--- src/rtl/xray_sensor_readout.sv ---
// Receive side of the x-ray sensor link: generates SENCLK/SENST, deserialises SENDIN into pixel words.
// Latency: a pixel is pushed one CLK after its last bit is sampled; PIX_VALID rises one CLK later.
// Backpressure: PIX_VALID/PIX_READY handshake on a show-ahead FIFO; a push into a full FIFO with no pop is dropped and sets OVERFLOW.
//
// Ports:
//   CLK, RST             system clock, synchronous active-high reset
//   START                frame request, honoured only in IDLE
//   SENDIN               serial pixel data from the sensor, MSB first
//   SENCLK, SENST        sensor clock (idles low) and frame-start strobe
//   BUSY                 frame in progress
//   PIX_DATA, PIX_LAST   FIFO head pixel and its end-of-frame flag
//   PIX_VALID, PIX_READY downstream handshake
//   OVERFLOW             sticky pixel-drop flag, cleared only by RST
module xray_sensor_readout #(
  parameter int CLK_DIV    = 2048,
  parameter int PIXELS     = 64,
  parameter int BITS       = 12,
  parameter int FIFO_DEPTH = 8
) (
  input  logic            CLK,
  input  logic            RST,
  input  logic            START,
  input  logic            SENDIN,
  output logic            SENCLK,
  output logic            SENST,
  output logic            BUSY,
  output logic [BITS-1:0] PIX_DATA,
  output logic            PIX_LAST,
  output logic            PIX_VALID,
  input  logic            PIX_READY,
  output logic            OVERFLOW
);

  localparam int DW = (CLK_DIV > 1) ? $clog2(CLK_DIV) : 1;
  localparam int BW = (BITS > 1) ? $clog2(BITS) : 1;
  localparam int PW = (PIXELS > 1) ? $clog2(PIXELS) : 1;
  localparam int AW = (FIFO_DEPTH > 1) ? $clog2(FIFO_DEPTH) : 1;
  localparam int CW = AW + 1;

  localparam logic [DW-1:0] DIV_TC = DW'(CLK_DIV - 1);
  localparam logic [BW-1:0] BIT_TC = BW'(BITS - 1);
  localparam logic [PW-1:0] PIX_TC = PW'(PIXELS - 1);
  localparam logic [CW-1:0] FULL_COUNT = CW'(FIFO_DEPTH);

  typedef enum logic [1:0] {
    IDLE   = 2'd0,
    STROBE = 2'd1,
    SHIFT  = 2'd2
  } state_t;

  state_t state;
  state_t state_nxt;

  logic [DW-1:0]   div_cnt;
  logic            sclk;
  logic [BW-1:0]   bit_cnt;
  logic [PW-1:0]   pix_cnt;
  logic [BITS-1:0] shreg;

  logic            push_vld;
  logic [BITS-1:0] push_dat;
  logic            push_last;

  logic [BITS-1:0]       mem_dat [FIFO_DEPTH];
  logic [FIFO_DEPTH-1:0] mem_last;
  logic [AW-1:0]         wr_ptr;
  logic [AW-1:0]         rd_ptr;
  logic [CW-1:0]         count;
  logic [BITS-1:0]       hold_dat;
  logic                  ovf;

  logic div_tc;
  logic sclk_fall;
  logic sample;
  logic word_done;
  logic frame_done;
  logic fifo_empty;
  logic fifo_full;
  logic pop;
  logic push_ok;

  // The divider only runs outside IDLE, so the first SENCLK edge of a
  // frame is always a rising edge CLK_DIV cycles after leaving IDLE.
  assign div_tc     = (state != IDLE) && (div_cnt == DIV_TC);
  assign sclk_fall  = div_tc && sclk;
  // Bits are captured on the high->low transition, giving the sensor a
  // full half-period of setup after it drives on the rising edge.
  assign sample     = (state == SHIFT) && sclk_fall;
  assign word_done  = sample && (bit_cnt == BIT_TC);
  assign frame_done = word_done && (pix_cnt == PIX_TC);

  // ---------------------------------------------------------------- FSM
  always_ff @(posedge CLK) begin
    if (RST) begin
      state <= IDLE;
    end else begin
      state <= state_nxt;
    end
  end

  always_comb begin
    state_nxt = state;
    SENST     = 1'b0;
    BUSY      = 1'b0;
    case (state)
      IDLE: begin
        if (START) begin
          state_nxt = STROBE;
        end
      end
      STROBE: begin
        SENST = 1'b1;
        BUSY  = 1'b1;
        // The strobe spans one full SENCLK period and ends on its falling edge.
        if (sclk_fall) begin
          state_nxt = SHIFT;
        end
      end
      SHIFT: begin
        BUSY = 1'b1;
        if (frame_done) begin
          state_nxt = IDLE;
        end
      end
      default: begin
        state_nxt = IDLE;
      end
    endcase
  end

  // ------------------------------------------------ clock gen + deserialiser
  always_ff @(posedge CLK) begin
    if (RST) begin
      div_cnt   <= '0;
      sclk      <= 1'b0;
      bit_cnt   <= '0;
      pix_cnt   <= '0;
      shreg     <= '0;
      push_vld  <= 1'b0;
      push_dat  <= '0;
      push_last <= 1'b0;
    end else begin
      // The finished word is staged for one cycle before entering the FIFO.
      push_vld <= word_done;
      if (word_done) begin
        push_dat  <= {shreg[BITS-2:0], SENDIN};
        push_last <= (pix_cnt == PIX_TC);
      end

      if (state == IDLE) begin
        div_cnt <= '0;
        sclk    <= 1'b0;
        bit_cnt <= '0;
        pix_cnt <= '0;
      end else begin
        if (div_tc) begin
          div_cnt <= '0;
          sclk    <= ~sclk;
        end else begin
          div_cnt <= div_cnt + DW'(1);
        end

        if (sample) begin
          shreg <= {shreg[BITS-2:0], SENDIN};
          if (word_done) begin
            bit_cnt <= '0;
            pix_cnt <= frame_done ? '0 : pix_cnt + PW'(1);
          end else begin
            bit_cnt <= bit_cnt + BW'(1);
          end
        end
      end
    end
  end

  assign SENCLK = sclk;

  // ----------------------------------------------------------- pixel FIFO
  assign fifo_empty = (count == '0);
  assign fifo_full  = (count == FULL_COUNT);
  assign pop        = !fifo_empty && PIX_READY;
  // A pop in the same cycle frees the slot the push needs.
  assign push_ok    = push_vld && (!fifo_full || pop);

  always_ff @(posedge CLK) begin
    if (push_ok) begin
      mem_dat[wr_ptr]  <= push_dat;
      mem_last[wr_ptr] <= push_last;
    end
  end

  always_ff @(posedge CLK) begin
    if (RST) begin
      wr_ptr   <= '0;
      rd_ptr   <= '0;
      count    <= '0;
      hold_dat <= '0;
      ovf      <= 1'b0;
    end else begin
      if (push_ok) begin
        wr_ptr <= wr_ptr + AW'(1);
      end
      if (pop) begin
        rd_ptr <= rd_ptr + AW'(1);
      end
      count <= count + CW'(push_ok) - CW'(pop);
      if (!fifo_empty) begin
        hold_dat <= mem_dat[rd_ptr];
      end
      if (push_vld && !push_ok) begin
        ovf <= 1'b1;
      end
    end
  end

  // When empty, PIX_DATA keeps showing the last head so it never shows
  // stale or uninitialised storage.
  assign PIX_DATA  = fifo_empty ? hold_dat : mem_dat[rd_ptr];
  assign PIX_LAST  = !fifo_empty && mem_last[rd_ptr];
  assign PIX_VALID = !fifo_empty;
  assign OVERFLOW  = ovf;

endmodule

--- config.mk ---
export PLATFORM = sky130hd
export DESIGN_NAME = xray_sensor_readout
export DESIGN_NICKNAME = d
export VERILOG_FILES = /design/src/rtl/xray_sensor_readout.sv
export SDC_FILE = /design/constraint.sdc
export NUM_CORES = 1
export LEC_CHECK = 0
export ABC_AREA = 1
export BUFFER_PORTS_ARGS = -buffer_cell sky130_fd_sc_hd__buf_4
export CORE_ASPECT_RATIO = 0.9
export CORE_MARGIN = 2
export CORE_UTILIZATION = 55
export DETAILED_ROUTE_END_ITERATION = 10
export PLACE_DENSITY = 0.75
export SYNTH_ARGS = -nofsm -noshare
export SYNTH_HDL_FRONTEND = slang
export SYNTH_SLANG_ARGS = --single-unit
export TNS_END_PERCENT = 20
--- constraint.sdc ---
create_clock -name CLK -period 2.1 [get_ports CLK]
set_clock_uncertainty 0.15 [all_clocks]
set_input_delay 0.105 -clock CLK [delete_from_list [all_inputs] [get_ports CLK]]
set_output_delay 0.105 -clock CLK [all_outputs]
set_load 0.01 [all_outputs]
# Yosys cells after proc, flatten, opt, wreduce, memory -nomap -nowiden
# Memory sizes are Yosys's and may differ from the RTL's. A register that Yosys moved wholly into a read port is not among the register bits.
# Cells that the tools add are included.
[op_classes] add_sub_neg=7 n_mul=0 div_mod_pow=0 order_cmp=3 n_eq_ne=9 n_shift=0 muxes=18 bitwise=2 n_reduce_logical=23
[ops] cell="two-way mux 12 bit" count=1
[ops] cell="adder 11 x 1 -> 11 bit (second input constant)" count=1
[ops] cell="equality test 11 bit (second input constant)" count=1
[ops] cell="logical AND 1 bit" count=10
[ops] cell="bitwise mux 8 bit" count=1
[ops] cell="equality test 4 bit (second input constant)" count=2
[ops] cell="< comparator 3 x 4 -> 1 bit (second input constant)" count=2
[ops] cell="adder 3 x 1 -> 3 bit (second input constant)" count=2
[ops] cell="adder 6 x 1 -> 6 bit (second input constant)" count=1
[ops] cell="equality test 6 bit (second input constant)" count=1
[ops] cell="two-way mux 1 bit" count=6
[ops] cell="two-way mux 2 bit" count=3
[ops] cell="two-way mux 3 bit" count=2
[ops] cell="two-way mux 6 bit" count=1
[ops] cell="!= test 2 bit (second input constant)" count=3
[ops] cell="one-hot mux 2 bit (3 select lines)" count=1
[ops] cell="adder 4 x 1 -> 4 bit" count=1
[ops] cell="adder 4 x 1 -> 4 bit (second input constant)" count=1
[ops] cell="zero test 4 bit" count=1
[ops] cell="two-way mux 4 bit" count=1
[ops] cell="AND reduction 2 bit" count=2
[ops] cell="OR reduction 2 bit" count=2
[ops] cell="subtractor 4 x 1 -> 4 bit" count=1
[ops] cell="binary-select mux 1 bit (select 3 bit)" count=1
[ops] cell="11 further kinds" count=14
[word_totals] regBits=80 latch_bits=0 ram_bits=96 mem_bits_ro=0 output_inout_bits=18 mem_count=1
[mem_list] memory="mem_dat" depth=8 width=12 read_ports=1 rd_clocked_by_memory_dff=1 write_ports=1 line="64" source="logic [BITS-1:0] mem_dat [FIFO_DEPTH];"

# Logic depth before layout (Yosys ltp)
[logic_depth] word_depth=8 ltp_mapped=14

# Worst setup path after synthesis
# OpenSTA, ideal clock, no wires.
[synth_timing] path_type="register to register" start="register count[2]" end="register count[2]" setup_time_ns=0.128 arrival_time_ns=2.061 path_slack_ns=-0.239 path_stages_with_launch=14 path_buffers=0 period_less_slack_ns=2.339 cell_sequence="dfxtp_1 -> inv_1 -> ha_1 -> nand2_1 -> nand2_1 -> nand3_1 -> nand2_1 -> ha_1 -> inv_1 -> ha_1 -> inv_1 -> fa_1 -> xor2_1 -> nor2_1"
[synth_via] elab_chain_len=7
[synth_lines] item="start, declared" line="68" source="logic [CW-1:0] count;"
[synth_lines] item="start signal, assigned" line="206" source="count <= count + CW'(push_ok) - CW'(pop);"
[synth_lines] item="zero test 4 bit" line="179" source="assign fifo_empty = (count == '0);"
[synth_lines] item="zero test 1 bit" line="181" source="assign pop = !fifo_empty && PIX_READY;"
[synth_lines] item="logical AND 1 bit" line="181"
[synth_lines] item="logical OR 1 bit" line="183" source="assign push_ok = push_vld && (!fifo_full || pop);"
[synth_lines] item="logical AND 1 bit" line="183"
[synth_lines] item="adder 4 x 1 -> 4 bit" line="206"
[synth_lines] item="subtractor 4 x 1 -> 4 bit (*)" line="206"
# Every way passes the cells marked *; elsewhere a longest branch is shown, timed or not.
# A chain may end at the register's enable or synchronous reset.

# Worst setup path in the final report
[layout_timing] start="register count[0]" end="register count[1]"
# The elaborated chain is that of the path after synthesis.

==> results.json <==
{
  "dpl_cell_area_sq_um": 7760,
  "p_clk_share_pct": 33.1,
  "tightest_slew_ns": 0.598,
  "vdd.ir_drop.worst_mv": 0.684,
  "slew_viol_final": 0,
  "fmax_ghz": 0.479,
  "period_share_pct": 99.5,
  "dieWidth_um": 125,
  "power_density_nw_per_um2": 1130,
  "critical_path_class": "reg2reg",
  "arrival_ns": 2.24,
  "synth_top_family_by_area": "simple AND/OR/NAND/NOR gates",
  "synth_flop_cell": "edfxtp_1",
  "cap_violations": 0,
  "worst_setup_path_start_kind": "flip-flop",
  "syn_inst": 671,
  "overflow": 0,
  "seqPwrFrac_pct": 40.6,
  "crit_path_end_kind": "flip-flop",
  "whs_ns": 0.0963,
  "outcome": "finished, final reports clean",
  "coreArea_sq_um": 12800,
  "dieArea_sq_um": 14100,
  "syn_area_per_cell_sq_um": 10.8,
  "drtIter0Drc": 478,
  "switching_share_pct": 29.7,
  "rsz0062_at_grt": "yes",
  "layout_setup_ws_ns": 0.0111,
  "hpwl_um": 8910,
  "yosysUniqueCellTypes": 38,
  "path_clk_slew_ns": 0.07,
  "synth-xor-area-share_pct": 0.726,
  "hold_violations": 0,
  "drc": 0,
  "cts_tree": "built",
  "synth-seq-cells": 179,
  "numCtsBuffers": 17,
  "clockBufferDepth": 2,
  "cp_cell_sequence": "nor2_4 -> nand2_4 -> nand2_4 -> nand3_2 -> nand2_2 -> ha_4 -> inv_2 -> ha_4 -> inv_2 -> fa_2 -> nor2_2",
  "synth_top_area_share_pct": 43.1,
  "grt_max_degree": 37,
  "wl_um": 15200,
  "yosys.area_share.simple_pct": 12.2,
  "setup_violations": 0,
  "p_comb_share_pct": 26.4,
  "synth-compound-area-share_pct": 11.2,
  "synth_edf_count": 104,
  "synth_mux_area_share_pct": 3.32,
  "worst_path_max_delay_cell": "fa_2",
  "power.internal_mw": 6.90,
  "antenna_cells": 0,
  "antenna_found_initial": 0,
  "synth_top_cell_by_area": "edfxtp_1",
  "timing.slew.headroom_pct": 60.1,
  "critPathRequiredTime_ns": 2.25,
  "worstSkewPairLatency_ns": 0.42,
  "ys_warn_count": 0,
  "async_flop_share_pct": 0,
  "slowest_delay_ns": 0.52,
  "final_common_cell": "edfxtp_1",
  "final_util_pct": 67.8,
  "drtAntennaViolNets": 0,
  "root_buffer": "clkbuf_16",
  "synthesis.area_sq_um": 7240,
  "htreeDepth": 4,
  "wire_per_inst_um": 16.9,
  "vias": 4967,
  "critPathMaxFanout": 3,
  "drive_gt1_share_pct": 18.6,
  "die_y_um": 113,
  "num-nets-final": 741,
  "period_needed_ns": 2.09,
  "ios": 23,
  "syn2layout_area_growth_pct": 19.7,
  "clock_sinks": 179,
  "gp_congestion": 0.832,
  "grt_pass1_vias": 4865,
  "first_pass_iters": 5,
  "synth_fp_nets": 692,
  "hold_path_class": "in2reg",
  "place_ws_ns": -0.0505,
  "final_area_sq_um": 8670,
  "yosysSeqAreaShare_pct": 63.9,
  "start_util_pct": 56.6,
  "track_usage_pct": 22.4,
  "p_sw_mw": 2.92,
  "mostFrequentLayoutCells": "edfxtp_1, nand2_1, a21oi_1",
  "synthAdderAreaFrac_pct": 2.87,
  "p_leak_nw": 3.25,
  "avgViaCountPerCell": 5.54,
  "rows": 39,
  "synthTopCellsByArea": "edfxtp_1, dfxtp_1, a21oi_1",
  "grt_pass1_wl_um": 24200,
  "port_buffers": 22
}
## critical path, delay by kind of cell (launching register included)
| kind | cells | cell delay [ns] |
|---|---|---|
| buffers and inverters | 2 | 0.09 |
| DFF | 1 | 0.36 |
| and+or+nand+nor | 6 | 0.53 |
| adders and majority gates | 3 | 0.83 |
## power by group through the flow
stage | combinational [mW] | sequential [mW] | clock (mW)
after floorplan | 1.50 | 3.99 | 0
after global placement | 2.15 | 4.01 | 0
after detailed placement | 2.25 | 4.02 | 0
after CTS | 2.49 | 3.95 | 3.29
after global routing | 2.86 | 4.00 | 3.45
final | 2.59 | 3.98 | 3.25
## state kept, by name, summed over array words and instances, names as in the netlist, 2 cells and up, named ones only
register,count
push_dat,12
hold_dat,12
rd_ptr,3
bit_cnt,4
count,4
mem_last,8
state,2
shreg,11
pix_cnt,6
mem_dat,96
wr_ptr,3
div_cnt,11
## synth_stat cells (3+ instances only)
library cell and n:
nor3_1 6, nand2_1 97, xor2_1 5, nor2_1 49, o21ai_1 4, mux2i_1 24
o21ai_0 39, buf_6 4, buf_2 4, ha_1 15, inv_1 71, clkbuf_1 17
dfxtp_1 75, nand3_1 27, buf_1 3, a21oi_1 77, o211ai_1 24, edfxtp_1 104
## metrics by stage
step,cells,setup TNS [ns],power (mW)
floorplan,671,-1.66,5.49
global placement,848,0,6.16
detailed placement,848,-0.136,6.27
CTS,888,0,9.74
global route,897,-0.637,10.3
finish,897,0,9.82
## path summary, 6_finish.rpt
kind,start,end,slack (ns),cells past startpoint
hold reg to reg,div_cnt[0]$_SDFF_PP0_,div_cnt[0]$_SDFF_PP0_,0.27,1
setup / recovery,count[0]$_SDFF_PP0_,count[1]$_SDFF_PP0_,0.01,11
setup reg to reg,count[0]$_SDFF_PP0_,count[1]$_SDFF_PP0_,0.01,11
hold / removal,START,state[0]$_SDFFE_PP0P_,0.1,5
## metal layers
layer  vias up  track usage (%)  wire length [um]
met3        16             4.73               770
met5         -                0                 0
met1      2381             27.9              6580
met4         0             9.33               237
met2       157             38.4              7600
li1       2413                -                 -
## final cells by class
type / count / area [sq um]
multi-input combinational: 390 / 2300
clock buffer: 20 / 479
clock inverter: 12 / 140
inverter: 73 / 283
fill: 896 / 4120
timing repair buffer: 59 / 619
tap: 164 / 205
sequential: 179 / 4630
## cells by family after synthesis
group	after synthesis
xor gates and xnor gates	6
DFF	179
muxes	24
adders and majority gates	16
AOI/OAI and AO/OA	148
buffers and inverters	102
and+or+nand+nor	196
## repair_timing
action	CTS	global route
setup buffers	3	9
endpoints found under the setup margin	15	79
gates cloned	2	0
pin swaps	3	10
endpoints found under the hold margin	31	0
resized for setup	10	28
hold buffers	3	0
Power figures use the tool's default switching activity.
